$ cat src/rtl/weight_pkg.sv
// -----------------------------------------------------------------------------
// weight_pkg
//   Shared definitions for the weight load controller and its shadow buffer:
//   the controller state encoding, default geometry (16-bit words, 5x5 kernel)
//   and the word-counter width helper.
// -----------------------------------------------------------------------------
package weight_pkg;

    typedef enum logic [1:0] {
        IDLE   = 2'd0,
        LOAD   = 2'd1,
        HOLD   = 2'd2,
        COMMIT = 2'd3
    } state_e;

    localparam int DEF_DATA_WIDTH = 16;
    localparam int DEF_N          = 25;

    // Counter must be able to hold the value N (one past the last weight slot),
    // which is also the index of the checksum beat when that feature is built.
    function automatic int cnt_width(input int n);
        return $clog2(n + 1);
    endfunction

endpackage

$ cat src/rtl/weight_shadow_buffer.sv
// -----------------------------------------------------------------------------
// weight_shadow_buffer
//   Index-addressed packer: on wr_en, word wr_idx of an N-word shadow bus is
//   replaced by wr_data. Word k occupies words[k*DATA_WIDTH +: DATA_WIDTH].
//   Indices >= N write nothing.
//
// Ports
//   clock    in   rising-edge clock
//   reset    in   asynchronous active-low clear (all words -> 0)
//   wr_en    in   write enable
//   wr_idx   in   IDX_W-bit slot index
//   wr_data  in   DATA_WIDTH-bit word
//   words    out  N*DATA_WIDTH packed shadow bus
// -----------------------------------------------------------------------------
module weight_shadow_buffer #(
    parameter int DATA_WIDTH = 16,
    parameter int N          = 25,
    parameter int IDX_W      = 5
) (
    input  logic                    clock,
    input  logic                    reset,
    input  logic                    wr_en,
    input  logic [IDX_W-1:0]        wr_idx,
    input  logic [DATA_WIDTH-1:0]   wr_data,
    output logic [N*DATA_WIDTH-1:0] words
);

    logic [N-1:0][DATA_WIDTH-1:0] words_q;
    logic [N-1:0][DATA_WIDTH-1:0] words_d;

    // NOTE: every signal assigned in always_comb gets its default first, so no
    // path through the block leaves it unassigned and no latch is inferred.
    always_comb begin
        words_d = words_q;
        if (wr_en) begin
            for (int k = 0; k < N; k++) begin
                if (wr_idx == IDX_W'(k)) begin
                    words_d[k] = wr_data;
                end
            end
        end
    end

    // NOTE: this storage is reset on purpose: the shadow bus drives the weight
    // register directly and must read as all-zero after reset. Plain data
    // arrays with no such need are better left without a reset.
    always_ff @(posedge clock or negedge reset) begin
        if (!reset) begin
            words_q <= '0;
        end else begin
            words_q <= words_d;
        end
    end

    assign words = words_q;

endmodule

$ cat src/rtl/weight_load_controller.sv
// -----------------------------------------------------------------------------
// weight_load_controller
//   Loads the N-entry convolver weight register from a valid/ready word stream.
//   Words are packed into a shadow bus (first word in slot 0); once all N are
//   in, the controller waits until the convolver is idle and then issues a
//   single-cycle write/done so weights never change under a running
//   convolution. abort (LOAD/HOLD) or reset discards the load without a write.
//
// Optional feature (macro WEIGHT_LOAD_CHECKSUM_EN):
//   A checksum word follows the N weights; it must equal the sum of the
//   weights mod 2^DATA_WIDTH. A mismatch pulses checksum_err and returns to
//   IDLE with no write. Without the macro exactly N beats are taken and
//   checksum_err is constant 0.
//
// Ports
//   clock         in   rising-edge clock
//   reset         in   asynchronous active-low reset
//   start         in   begin a load (IDLE only, abort has priority)
//   abort         in   drop the load in progress (LOAD/HOLD)
//   w_valid       in   stream word valid
//   w_data        in   stream weight word
//   w_ready       out  word accepted this cycle (decoded from state)
//   conv_busy     in   convolver busy; blocks the commit
//   weight_write  out  packed shadow bus, word k at [k*DATA_WIDTH +: DATA_WIDTH]
//   write         out  1-cycle commit strobe
//   busy          out  controller not IDLE
//   done          out  1-cycle pulse with write
//   checksum_err  out  1-cycle pulse on checksum mismatch
// -----------------------------------------------------------------------------
module weight_load_controller
    import weight_pkg::*;
#(
    parameter int DATA_WIDTH = DEF_DATA_WIDTH,
    parameter int N          = DEF_N
) (
    input  logic                    clock,
    input  logic                    reset,
    input  logic                    start,
    input  logic                    abort,
    input  logic                    w_valid,
    input  logic [DATA_WIDTH-1:0]   w_data,
    output logic                    w_ready,
    input  logic                    conv_busy,
    output logic [N*DATA_WIDTH-1:0] weight_write,
    output logic                    write,
    output logic                    busy,
    output logic                    done,
    output logic                    checksum_err
);

    localparam int CW = cnt_width(N);

`ifdef WEIGHT_LOAD_CHECKSUM_EN
    // Beat N carries the checksum word.
    localparam logic [CW-1:0] LAST_IDX = CW'(N);
`else
    localparam logic [CW-1:0] LAST_IDX = CW'(N - 1);
`endif

    state_e          state_q, state_d;
    logic [CW-1:0]   count_q, count_d;
    logic            write_q, write_d;
    logic            done_q,  done_d;
    logic            busy_q,  busy_d;
    logic            beat;
    logic            store;

`ifdef WEIGHT_LOAD_CHECKSUM_EN
    logic [DATA_WIDTH-1:0] sum_q, sum_d;
    logic                  err_q, err_d;
`endif

    assign w_ready = (state_q == LOAD);
    assign beat    = w_valid && w_ready;

    always_comb begin
        state_d = state_q;
        count_d = count_q;
        write_d = 1'b0;
        done_d  = 1'b0;
        store   = 1'b0;
`ifdef WEIGHT_LOAD_CHECKSUM_EN
        sum_d   = sum_q;
        err_d   = 1'b0;
`endif

        case (state_q)
            IDLE: begin
                if (start && !abort) begin
                    state_d = LOAD;
                    count_d = '0;
`ifdef WEIGHT_LOAD_CHECKSUM_EN
                    sum_d   = '0;
`endif
                end
            end

            LOAD: begin
                if (abort) begin
                    // A beat coinciding with abort is dropped, not stored.
                    state_d = IDLE;
                    count_d = '0;
                end else if (beat) begin
                    count_d = count_q + 1'b1;
`ifdef WEIGHT_LOAD_CHECKSUM_EN
                    if (count_q == LAST_IDX) begin
                        if (w_data == sum_q) begin
                            state_d = HOLD;
                        end else begin
                            state_d = IDLE;
                            count_d = '0;
                            err_d   = 1'b1;
                        end
                    end else begin
                        store = 1'b1;
                        sum_d = sum_q + w_data;
                    end
`else
                    store = 1'b1;
                    if (count_q == LAST_IDX) begin
                        state_d = HOLD;
                    end
`endif
                end
            end

            HOLD: begin
                if (abort) begin
                    state_d = IDLE;
                    count_d = '0;
                end else if (!conv_busy) begin
                    // Strobes are registered, so they go high together with
                    // the COMMIT state itself.
                    state_d = COMMIT;
                    write_d = 1'b1;
                    done_d  = 1'b1;
                end
            end

            COMMIT: begin
                state_d = IDLE;
                count_d = '0;
            end

            default: begin
                state_d = IDLE;
                count_d = '0;
            end
        endcase

        // Registered copy of "not IDLE" that tracks the state register exactly.
        busy_d = (state_d != IDLE);
    end

    // NOTE: sequential state uses non-blocking assignments so every flop
    // samples pre-edge values regardless of statement or process order.
    always_ff @(posedge clock or negedge reset) begin
        if (!reset) begin
            state_q <= IDLE;
            count_q <= '0;
            write_q <= 1'b0;
            done_q  <= 1'b0;
            busy_q  <= 1'b0;
        end else begin
            state_q <= state_d;
            count_q <= count_d;
            write_q <= write_d;
            done_q  <= done_d;
            busy_q  <= busy_d;
        end
    end

`ifdef WEIGHT_LOAD_CHECKSUM_EN
    always_ff @(posedge clock or negedge reset) begin
        if (!reset) begin
            sum_q <= '0;
            err_q <= 1'b0;
        end else begin
            sum_q <= sum_d;
            err_q <= err_d;
        end
    end

    assign checksum_err = err_q;
`else
    assign checksum_err = 1'b0;
`endif

    weight_shadow_buffer #(
        .DATA_WIDTH (DATA_WIDTH),
        .N          (N),
        .IDX_W      (CW)
    ) u_shadow (
        .clock   (clock),
        .reset   (reset),
        .wr_en   (store),
        .wr_idx  (count_q),
        .wr_data (w_data),
        .words   (weight_write)
    );

    assign write = write_q;
    assign done  = done_q;
    assign busy  = busy_q;

endmodule
$ cat config.mk
export PLATFORM = sky130hd
export DESIGN_NAME = weight_load_controller
export DESIGN_NICKNAME = d
export VERILOG_FILES = /design/src/rtl/weight_pkg.sv /design/src/rtl/weight_shadow_buffer.sv /design/src/rtl/weight_load_controller.sv
export SDC_FILE = /design/constraint.sdc
export NUM_CORES = 1
export LEC_CHECK = 0
export BUFFER_PORTS_ARGS = -buffer_cell sky130_fd_sc_hd__buf_2
export CORE_MARGIN = 2
export CORE_UTILIZATION = 40
export DETAILED_ROUTE_END_ITERATION = 12
export PLACE_DENSITY = 0.6
export SETUP_SLACK_MARGIN = 0.3
export SLEW_MARGIN = 20
export SYNTH_ARGS = -nofsm -noshare
export SYNTH_HDL_FRONTEND = slang
export SYNTH_SLANG_ARGS = --single-unit
$ cat constraint.sdc
create_clock -name clock -period 5.75 [get_ports clock]
set_clock_uncertainty 0.1 [all_clocks]
set_input_delay 0.575 -clock clock [delete_from_list [all_inputs] [get_ports clock]]
set_output_delay 0.575 -clock clock [all_outputs]
set_load 0.02 [all_outputs]
==> results of run 1 <==
power groups by stage:
stage	logic (mW)	registers (mW)	clock network (mW)
5_1_grt	0.921	3.18	3.04
4_1_cts	0.882	3.16	2.92
6_report	0.872	3.16	2.84
3_5_place_dp	0.880	3.21	0
2_1_floorplan	0.282	3.42	0
3_3_place_gp	0.873	3.20	0
critical path: cells and delay by family, from the launching register on:
kind,cells,cell delay [ns]
and+or+nand+nor,3,1.85
DFF,1,0.48
muxes,1,0.42
cell type report:
| cell class | instances | area [um^2] | area share [%] |
|---|---|---|---|
| multi-input combinational | 481 | 5110 | 26.0 |
| tap | 518 | 648 | 3.29 |
| sequential | 409 | 10200 | 52.0 |
| clock buffer | 56 | 1200 | 6.12 |
| inverter | 5 | 18.8 | 0.0953 |
| clock inverter | 23 | 251 | 1.28 |
| timing repair buffer | 431 | 2210 | 11.3 |
layer usage:
layer / vias up / GRT usage [%] / routed length (um)
met5: - / 0 / 0
met4: 0 / 7.35 / 1310
met3: 73 / 5.95 / 3530
met2: 339 / 34.9 / 21000
met1: 5074 / 29.0 / 19200
li1: 4228 / - / -
sequential cells by signal (all words and copies together), names as in the netlist:
register,flops
u_shadow.words,400
count_q,5
state_q,2
busy,1
done,1
synthesized netlist by cell type, drive strengths merged (2+ instances only):
master	count
nand3	8
clkbuf	32
a21oi	6
nor4	3
nor2b	4
ha	5
nor3b	6
dfrtp	409
and3	2
nor3	4
and2	2
mux2	400
o21ai	5
inv	5
nand2b	3
or3	2
nor2	5
buf	38
nand2	16
path summary, 6_finish.rpt:
kind                                            startpoint                               to  slack, ns  cells after the start
min reg2reg                u_shadow.words[389]$_DFFE_PN0P_  u_shadow.words[389]$_DFFE_PN0P_       0.38                      1
min in group clock                               conv_busy                   done$_DFF_PN0_       0.18                      3
max                                   state_q[1]$_DFF_PN0_  u_shadow.words[341]$_DFFE_PN0P_       2.77                      4
min                                                  reset  u_shadow.words[266]$_DFFE_PN0P_       0.02                      1
max reg2reg                           state_q[1]$_DFF_PN0_  u_shadow.words[341]$_DFFE_PN0P_       2.77                      4
max in group asynchronous                            reset    u_shadow.words[4]$_DFFE_PN0P_       4.03                      2
kinds of logic (layout without fill, tap and decap cells):
group,count (synthesis),in the layout
AO/OA/AOI/OAI,15,15
adder cells (fa/ha/maj),5,5
buffers and inverters,75,515
flip-flops,409,409
multiplexers,400,400
other,1,1
AND/OR/NAND/NOR,60,60
==> results.json, run 1 <==
{
  "status": "finished clean",
  "area_delta_synth_final_pct": 25.2,
  "grt_max_degree": 137,
  "synth-xor-area-share_pct": 0,
  "vias_per_cell": 5.05,
  "antenna_found_initial": 1,
  "synth_cell_types": 42,
  "tightest_slew_ns": 1.13,
  "hold_path.class": "input port to async pin",
  "ctsResizeCount": 0,
  "critPathArrivalTime_ns": 3.32,
  "cts_setup_buffers": 0,
  "critPathSlowestCell": "and2_1",
  "fin_ws_ns": 2.77,
  "cts_tree": "built",
  "rsz0062_at_grt": "false",
  "seqPwrFrac_pct": 46.0,
  "die_h_um": 202,
  "cp.required_ns": 6.09,
  "num_rows": 72,
  "drive_gt1_share_pct": 65.6,
  "ys_ff_latch": 409,
  "path_class": "flip-flop to flip-flop",
  "hold_buffers": 0,
  "synth_seq_area_share_pct": 65.1,
  "switching_share_pct": 26.7,
  "total_leakage_power_nw": 11.2,
  "hpwl_um": 30800,
  "grt_overflow_total": 0,
  "initial_utilization_pct": 40.6,
  "routed_wl_um": 45000,
  "final_util_pct": 50.8,
  "ir_drop_mv": 0.222,
  "critPathLaunchType": "flip-flop",
  "dieWidth_um": 202,
  "hold_viol": 0,
  "cts_root_buf": "clkbuf_16",
  "io_buffer_count": 425,
  "yosysTopAreaCell": "dfrtp_1",
  "slew_viol_final": 0,
  "post_drt_wl_per_cell_um": 23.4,
  "syn_area_per_cell_um2": 16.3,
  "period_needed_ns": 2.98,
  "cts_max_path_buffers": 3,
  "cts_num_sinks": 409,
  "synth_compound_area_share_pct": 0.565,
  "min_period_over_period_pct": 51.8,
  "whs_ns": 0.0159,
  "grt_pass1_wl_um": 66800,
  "place_congestion": 0.780,
  "htree_levels": 2,
  "die-area_um2": 40900,
  "synth_area_leaders": "dfrtp_1 65%, mux2_2 28%, clkbuf_1 0.76%",
  "core_area_um2": 38700,
  "dp.cells": 1842,
  "num_vias": 9714,
  "syn_inst": 965,
  "synthFlopType": "dfrtp_1",
  "relSlewSlack_pct": 24.7,
  "firstDrtPassIters": 4,
  "grt_pass1_vias": 9906,
  "synthesis.nets": 992,
  "combPwrFrac_pct": 12.7,
  "power_switching_mw": 1.84,
  "insertion_delay_ns": 0.56,
  "fillers": 3412,
  "synthesis.area_um2": 15700,
  "final_common_cell": "buf_2",
  "cts_inserted_buffers": 43,
  "synthMuxAreaShare_pct": 28.6,
  "diodes": 0,
  "synth_top_area_share_pct": 65.1,
  "p_int_mw": 5.04,
  "final_cell_area_um2": 19700,
  "critPathCaptureType": "flip-flop",
  "dpl-instance-area_um2": 18200,
  "synth_edf_count": 0,
  "drtIter0Drc": 407,
  "synth-adder-area-share_pct": 0.398,
  "synthSimpleGateAreaFrac_pct": 2.85,
  "final_cell_mix": "424 x buf_2, 409 x dfrtp_1, 397 x mux2_2, 43 x clkbuf_16, 15 x clkinv_2",
  "crit_fanout": 16,
  "crit_path_cell_trace": "nand4bb_1, nor3_1, and2_1, mux2_2",
  "critPathMaxStageDelay_ns": 0.82,
  "place_ws_ns": 2.48,
  "clk_pin_slew_ns": 0.06,
  "cellPowerDensity_nw_per_um2": 349,
  "synthArstFlopShare_pct": 100,
  "fin_nets": 1398,
  "max_freq_mhz": 336,
  "setup_viol": 0,
  "synth_top_family_by_area": "multiplexers",
  "pwr-share-clk_pct": 41.3,
  "io_pins": 427,
  "final_cells": 1923,
  "p_total_mw": 6.87,
  "yosys_warnings": 0,
  "drc_errors": 0,
  "finalSetupTns_ns": 0,
  "drv_cap": 0,
  "grt_util_all_layers_pct": 21.9,
  "ant_nets": 0
}
Power figures use the tool's default switching activity.
==> inputs of run 2 (changes only) <==
Clock period 5.75 ns to 2.8 ns, I/O delays scaled along.
==> results.json, run 2 (synthesis results as in run 1) <==
{
  "drv_cap": 0,
  "final_common_cell": "buf_2",
  "core_area_um2": 38700,
  "grt_pass1_wl_um": 67600,
  "rsz0062_at_grt": "true",
  "largest_register_ffs": 400,
  "final_cell_mix": "424 x buf_2, 409 x dfrtp_1, 397 x mux2_2, 45 x clkbuf_16, 25 x buf_4",
  "insertion_delay_ns": 0.57,
  "cellPowerDensity_nw_per_um2": 708,
  "io_pins": 427,
  "seqPwrFrac_pct": 46.0,
  "switching_share_pct": 26.3,
  "critPathLaunchType": "flip-flop",
  "drive_gt1_share_pct": 65.6,
  "fin_nets": 1428,
  "critPathArrivalTime_ns": 2.73,
  "final_cells": 1951,
  "path_class": "flip-flop to flip-flop",
  "die-area_um2": 40900,
  "dieWidth_um": 202,
  "status": "finished clean",
  "die_h_um": 202,
  "cts_inserted_buffers": 44,
  "pwr-share-clk_pct": 41.1,
  "hpwl_um": 31500,
  "setup_viol": 0,
  "io_buffer_count": 425,
  "final_util_pct": 51.5,
  "fillers": 3406,
  "period_needed_ns": 2.39,
  "initial_utilization_pct": 40.6,
  "grt_max_degree": 79,
  "critPathCaptureType": "flip-flop",
  "ir_drop_mv": 0.364,
  "relSlewSlack_pct": 44.1,
  "ant_nets": 0,
  "p_int_mw": 10.4,
  "power_switching_mw": 3.72,
  "routed_wl_um": 45800,
  "grt_pass1_vias": 10000,
  "cts_setup_buffers": 0,
  "cts_num_sinks": 409,
  "dp.cells": 1868,
  "post_drt_wl_per_cell_um": 23.5,
  "combPwrFrac_pct": 12.9,
  "antenna_found_initial": 0,
  "num_rows": 72,
  "cts_tree": "built",
  "place_congestion": 0.810,
  "tightest_slew_ns": 0.836,
  "crit_fanout": 16,
  "ctsResizeCount": 0,
  "cts_root_buf": "clkbuf_16",
  "drtIter0Drc": 389,
  "grt_util_all_layers_pct": 22.3,
  "clk_pin_slew_ns": 0.06,
  "max_freq_mhz": 419,
  "total_leakage_power_nw": 11.4,
  "diodes": 0,
  "vias_per_cell": 5.03,
  "htree_levels": 2,
  "num_vias": 9813,
  "area_delta_synth_final_pct": 26.8,
  "cts_max_path_buffers": 3,
  "finalSetupTns_ns": 0,
  "drc_errors": 0,
  "hold_path.class": "input port to flip-flop",
  "whs_ns": 0.149,
  "cp.required_ns": 3.14,
  "grt_overflow_total": 0,
  "hold_viol": 0,
  "firstDrtPassIters": 4,
  "slew_viol_final": 0,
  "min_period_over_period_pct": 85.3
}
[run 2: cell count changes in the layout (fill, tap and decap cells not counted), sizes merged]
cell | previous run | this run
clkinv | 15 | 7
dlygate4sd3 | 0 | 5
bufinv | 4 | 2
buf | 431 | 455
clkbuf | 56 | 66
clkinvlp | 1 | 0
[run 2: final cells by class]
class,count,area (um^2),share of cell area [%]
inverter,5,18.8,0.0941
multi-input combinational,481,5110,25.6
tap,518,648,3.25
clock inverter,12,121,0.609
timing repair buffer,460,2470,12.4
sequential,409,10200,51.3
clock buffer,66,1340,6.70
[run 2: what timing repair did]
action	4_1_cts	5_1_grt
endpoints found under the setup margin	0	32
hold buffers	5	0
hold endpoints to repair	73	0
[run 2: path summary, 6_finish.rpt]
check,start,end,slack [ns],cells after the start
hold reg to reg,u_shadow.words[188]$_DFFE_PN0P_,u_shadow.words[188]$_DFFE_PN0P_,0.39,1
min in group asynchronous,reset,u_shadow.words[328]$_DFFE_PN0P_,0.20,2
setup reg to reg,state_q[1]$_DFF_PN0_,u_shadow.words[38]$_DFFE_PN0P_,0.41,5
setup / recovery,state_q[1]$_DFF_PN0_,u_shadow.words[38]$_DFFE_PN0P_,0.41,5
hold / removal,w_valid,state_q[0]$_DFF_PN0_,0.15,4
max in group asynchronous,reset,u_shadow.words[16]$_DFFE_PN0P_,1.54,3
[run 2: power groups by stage]
stage | sequential (mW) | combinational, mW | clock (mW)
5_1_grt | 6.55 | 1.94 | 6.18
6_report | 6.50 | 1.82 | 5.80
2_1_floorplan | 7.03 | 0.579 | 0
3_5_place_dp | 6.60 | 1.84 | 0
4_1_cts | 6.50 | 1.85 | 5.94
3_3_place_gp | 6.59 | 1.82 | 0
[run 2: worst max-delay path: stages, from the launching register on]
cell	delay, ns
dfrtp_1	0.48
nand4bb_1	0.22
buf_4	0.20
nor3_2	0.21
nand2_1	0.55
mux2_2	0.48
[run 2: per-layer routing]
metal  track usage (%)  part of all wire (%)
met1              29.0                    42
met2              35.4                    47
met3              7.21                   8.0
met4              7.14                   3.0
met5                 0                     0
[run 2: per-stage QoR]
stage          setup WS (ns)  power [mW]  instance area (um^2)
2_1_floorplan          0.768        7.61                 15700
3_3_place_gp           0.485        8.40                 18400
3_5_place_dp           0.421        8.44                 18400
4_1_cts                0.395        14.3                 19900
5_1_grt                0.226        14.7                 19900
6_report               0.411        14.1                 19900
==> inputs of run 3 (changes only) <==
Settings changed: REMOVE_ABC_BUFFERS set to 1.
==> results.json, run 3 (synthesis results as in run 1) <==
{
  "status": "finished clean",
  "cts_root_buf": "clkbuf_16",
  "final_util_pct": 51.1,
  "pwr-share-clk_pct": 39.8,
  "cts_setup_buffers": 0,
  "rsz0062_at_grt": "false",
  "critPathLaunchType": "input port",
  "grt_overflow_total": 0,
  "tightest_slew_ns": 0.822,
  "r2r_cells": 5,
  "post_drt_wl_per_cell_um": 22.9,
  "cts_max_path_buffers": 3,
  "max_freq_mhz": 440,
  "final_common_cell": "buf_2",
  "initial_utilization_pct": 40.6,
  "reg2reg_from": "count_q[3]$_DFFE_PN0P_",
  "routed_wl_um": 44600,
  "place_ws_ns": 0.535,
  "final_cell_area_um2": 19800,
  "fin_nets": 1424,
  "fin_ws_ns": 0.526,
  "io_pins": 427,
  "crit_fanout": 16,
  "total_leakage_power_nw": 11.3,
  "rrSetupSlack_ns": 0.53,
  "p_int_mw": 10.1,
  "grt_pass1_wl_um": 66300,
  "cts_inserted_buffers": 44,
  "hold_path.class": "input port to flip-flop",
  "antenna_found_initial": 1,
  "min_to": "state_q[1]$_DFF_PN0_",
  "ant_nets": 0,
  "hold_viol": 0,
  "io_buffer_count": 425,
  "htree_levels": 2,
  "dieWidth_um": 202,
  "hp-start": "w_valid",
  "cellPowerDensity_nw_per_um2": 698,
  "critPathArrivalTime_ns": 2.61,
  "r2r_end": "u_shadow.words[395]$_DFFE_PN0P_",
  "relSlewSlack_pct": 45.2,
  "power_switching_mw": 3.68,
  "cts_tree": "built",
  "regArea_um2": 10200,
  "grt_max_degree": 76,
  "num_rows": 72,
  "seqPwrFrac_pct": 47.1,
  "path_class": "input port to flip-flop",
  "die-area_um2": 40900,
  "grt_pass1_vias": 10100,
  "cp.required_ns": 3.14,
  "switching_share_pct": 26.6,
  "drtIter0Drc": 319,
  "grt_util_all_layers_pct": 21.7,
  "ir_drop_mv": 0.532,
  "final_cell_mix": "424 x buf_2, 409 x dfrtp_1, 397 x mux2_2, 45 x clkbuf_16, 22 x buf_4",
  "vias_per_cell": 5.05,
  "critPathCaptureType": "flip-flop",
  "dpl-instance-area_um2": 18400,
  "place_congestion": 0.764,
  "drive_gt1_share_pct": 65.0,
  "die_h_um": 202,
  "combPwrFrac_pct": 13.2,
  "firstDrtPassIters": 4,
  "insertion_delay_ns": 0.56,
  "multi_input_area_um2": 5110,
  "hpwl_um": 28600,
  "fillers": 3403,
  "slew_viol_final": 0,
  "setup_viol": 0,
  "area_delta_synth_final_pct": 26.0,
  "cts_num_sinks": 409,
  "largest_register_ffs": 400,
  "min_period_over_period_pct": 81.2,
  "drv_cap": 0,
  "min_path_cells": 3,
  "core_area_um2": 38700,
  "num_vias": 9826,
  "period_needed_ns": 2.27,
  "finalSetupTns_ns": 0,
  "clk_pin_slew_ns": 0.06,
  "drc_errors": 0
}
==> run 3: changes by cell type in the layout (fill, tap and decap cells not counted) <==
| cell | previous run | this run |
|---|---|---|
| bufinv_16 | 2 | 0 |
| buf_4 | 25 | 22 |
| inv_6 | 3 | 1 |
| diode_2 | 0 | 1 |
| clkbuf_1 | 8 | 16 |
| clkbuf_8 | 13 | 10 |
| clkinv_2 | 7 | 5 |
| dlygate4sd3_1 | 5 | 4 |
==> run 3: how the worst max path moves through the flow <==
| stage | slack, ns | start | endpoint | cells past startpoint |
|---|---|---|---|---|
| CTS | 0.52 | count_q[3]$_DFFE_PN0P_ | u_shadow.words[395]$_DFFE_PN0P_ | 5 |
| finish | 0.53 | abort | u_shadow.words[111]$_DFFE_PN0P_ | 7 |
| global route | 0.42 | state_q[1]$_DFF_PN0_ | u_shadow.words[96]$_DFFE_PN0P_ | 5 |
| floorplan | 0.46 | state_q[1]$_DFF_PN0_ | u_shadow.words[320]$_DFFE_PN0P_ | 4 |
| detailed placement | 0.54 | count_q[3]$_DFFE_PN0P_ | u_shadow.words[395]$_DFFE_PN0P_ | 5 |
| global placement | 0.60 | state_q[1]$_DFF_PN0_ | u_shadow.words[217]$_DFFE_PN0P_ | 5 |
==> run 3: timing repair <==
item                                    CTS  global route
endpoints found under the hold margin    71             0
hold buffers                              4             0
gates resized for setup                   0             0
endpoints found under the setup margin    0             0
==> run 3: worst max-delay path, stage by stage <==
cell	delay, ns
dlygate4sd3_1	0.56
buf_2	0.21
nand4bb_1	0.20
buf_4	0.20
nor3b_2	0.23
nand2_1	0.46
mux2_2	0.45
==> run 3: power by group through the flow <==
stage	registers, mW	clock network, mW	logic [mW]
3_5_place_dp	6.61	0	1.84
6_report	6.51	5.50	1.82
2_1_floorplan	7.05	0	0.505
3_3_place_gp	6.59	0	1.81
5_1_grt	6.55	5.91	1.93
4_1_cts	6.50	5.66	1.85
==> run 3: metrics by stage <==
stage | total power [mW] | cells | hold slack (ns)
detailed placement | 8.45 | 1865 | 0.214
global route | 14.4 | 1946 | 0.0465
CTS | 14.0 | 1946 | 0.0277
finish | 13.8 | 1947 | 0.0594
global placement | 8.40 | 1865 | 0.215
floorplan | 7.55 | 895 | -0.116
==> run 3: per-layer routing <==
metal	track usage, %	up-vias	share of wire (%)
met3	6.69	80	7.5
li1	-	4260	-
met2	34.0	330	47
met5	0	-	0
met1	28.9	5156	43
met4	6.75	0	2.6
==> run 3: final cells by class <==
| cell class | count | area share, % |
|---|---|---|
| Sequential cell | 409 | 51.7 |
| Tap cell | 518 | 3.27 |
| Multi-Input combinational cell | 481 | 25.8 |
| Antenna cell | 1 | 0.0126 |
| Clock buffer | 71 | 6.68 |
| Timing Repair Buffer | 456 | 12.3 |
| Clock inverter | 6 | 0.171 |
| Inverter | 5 | 0.0947 |
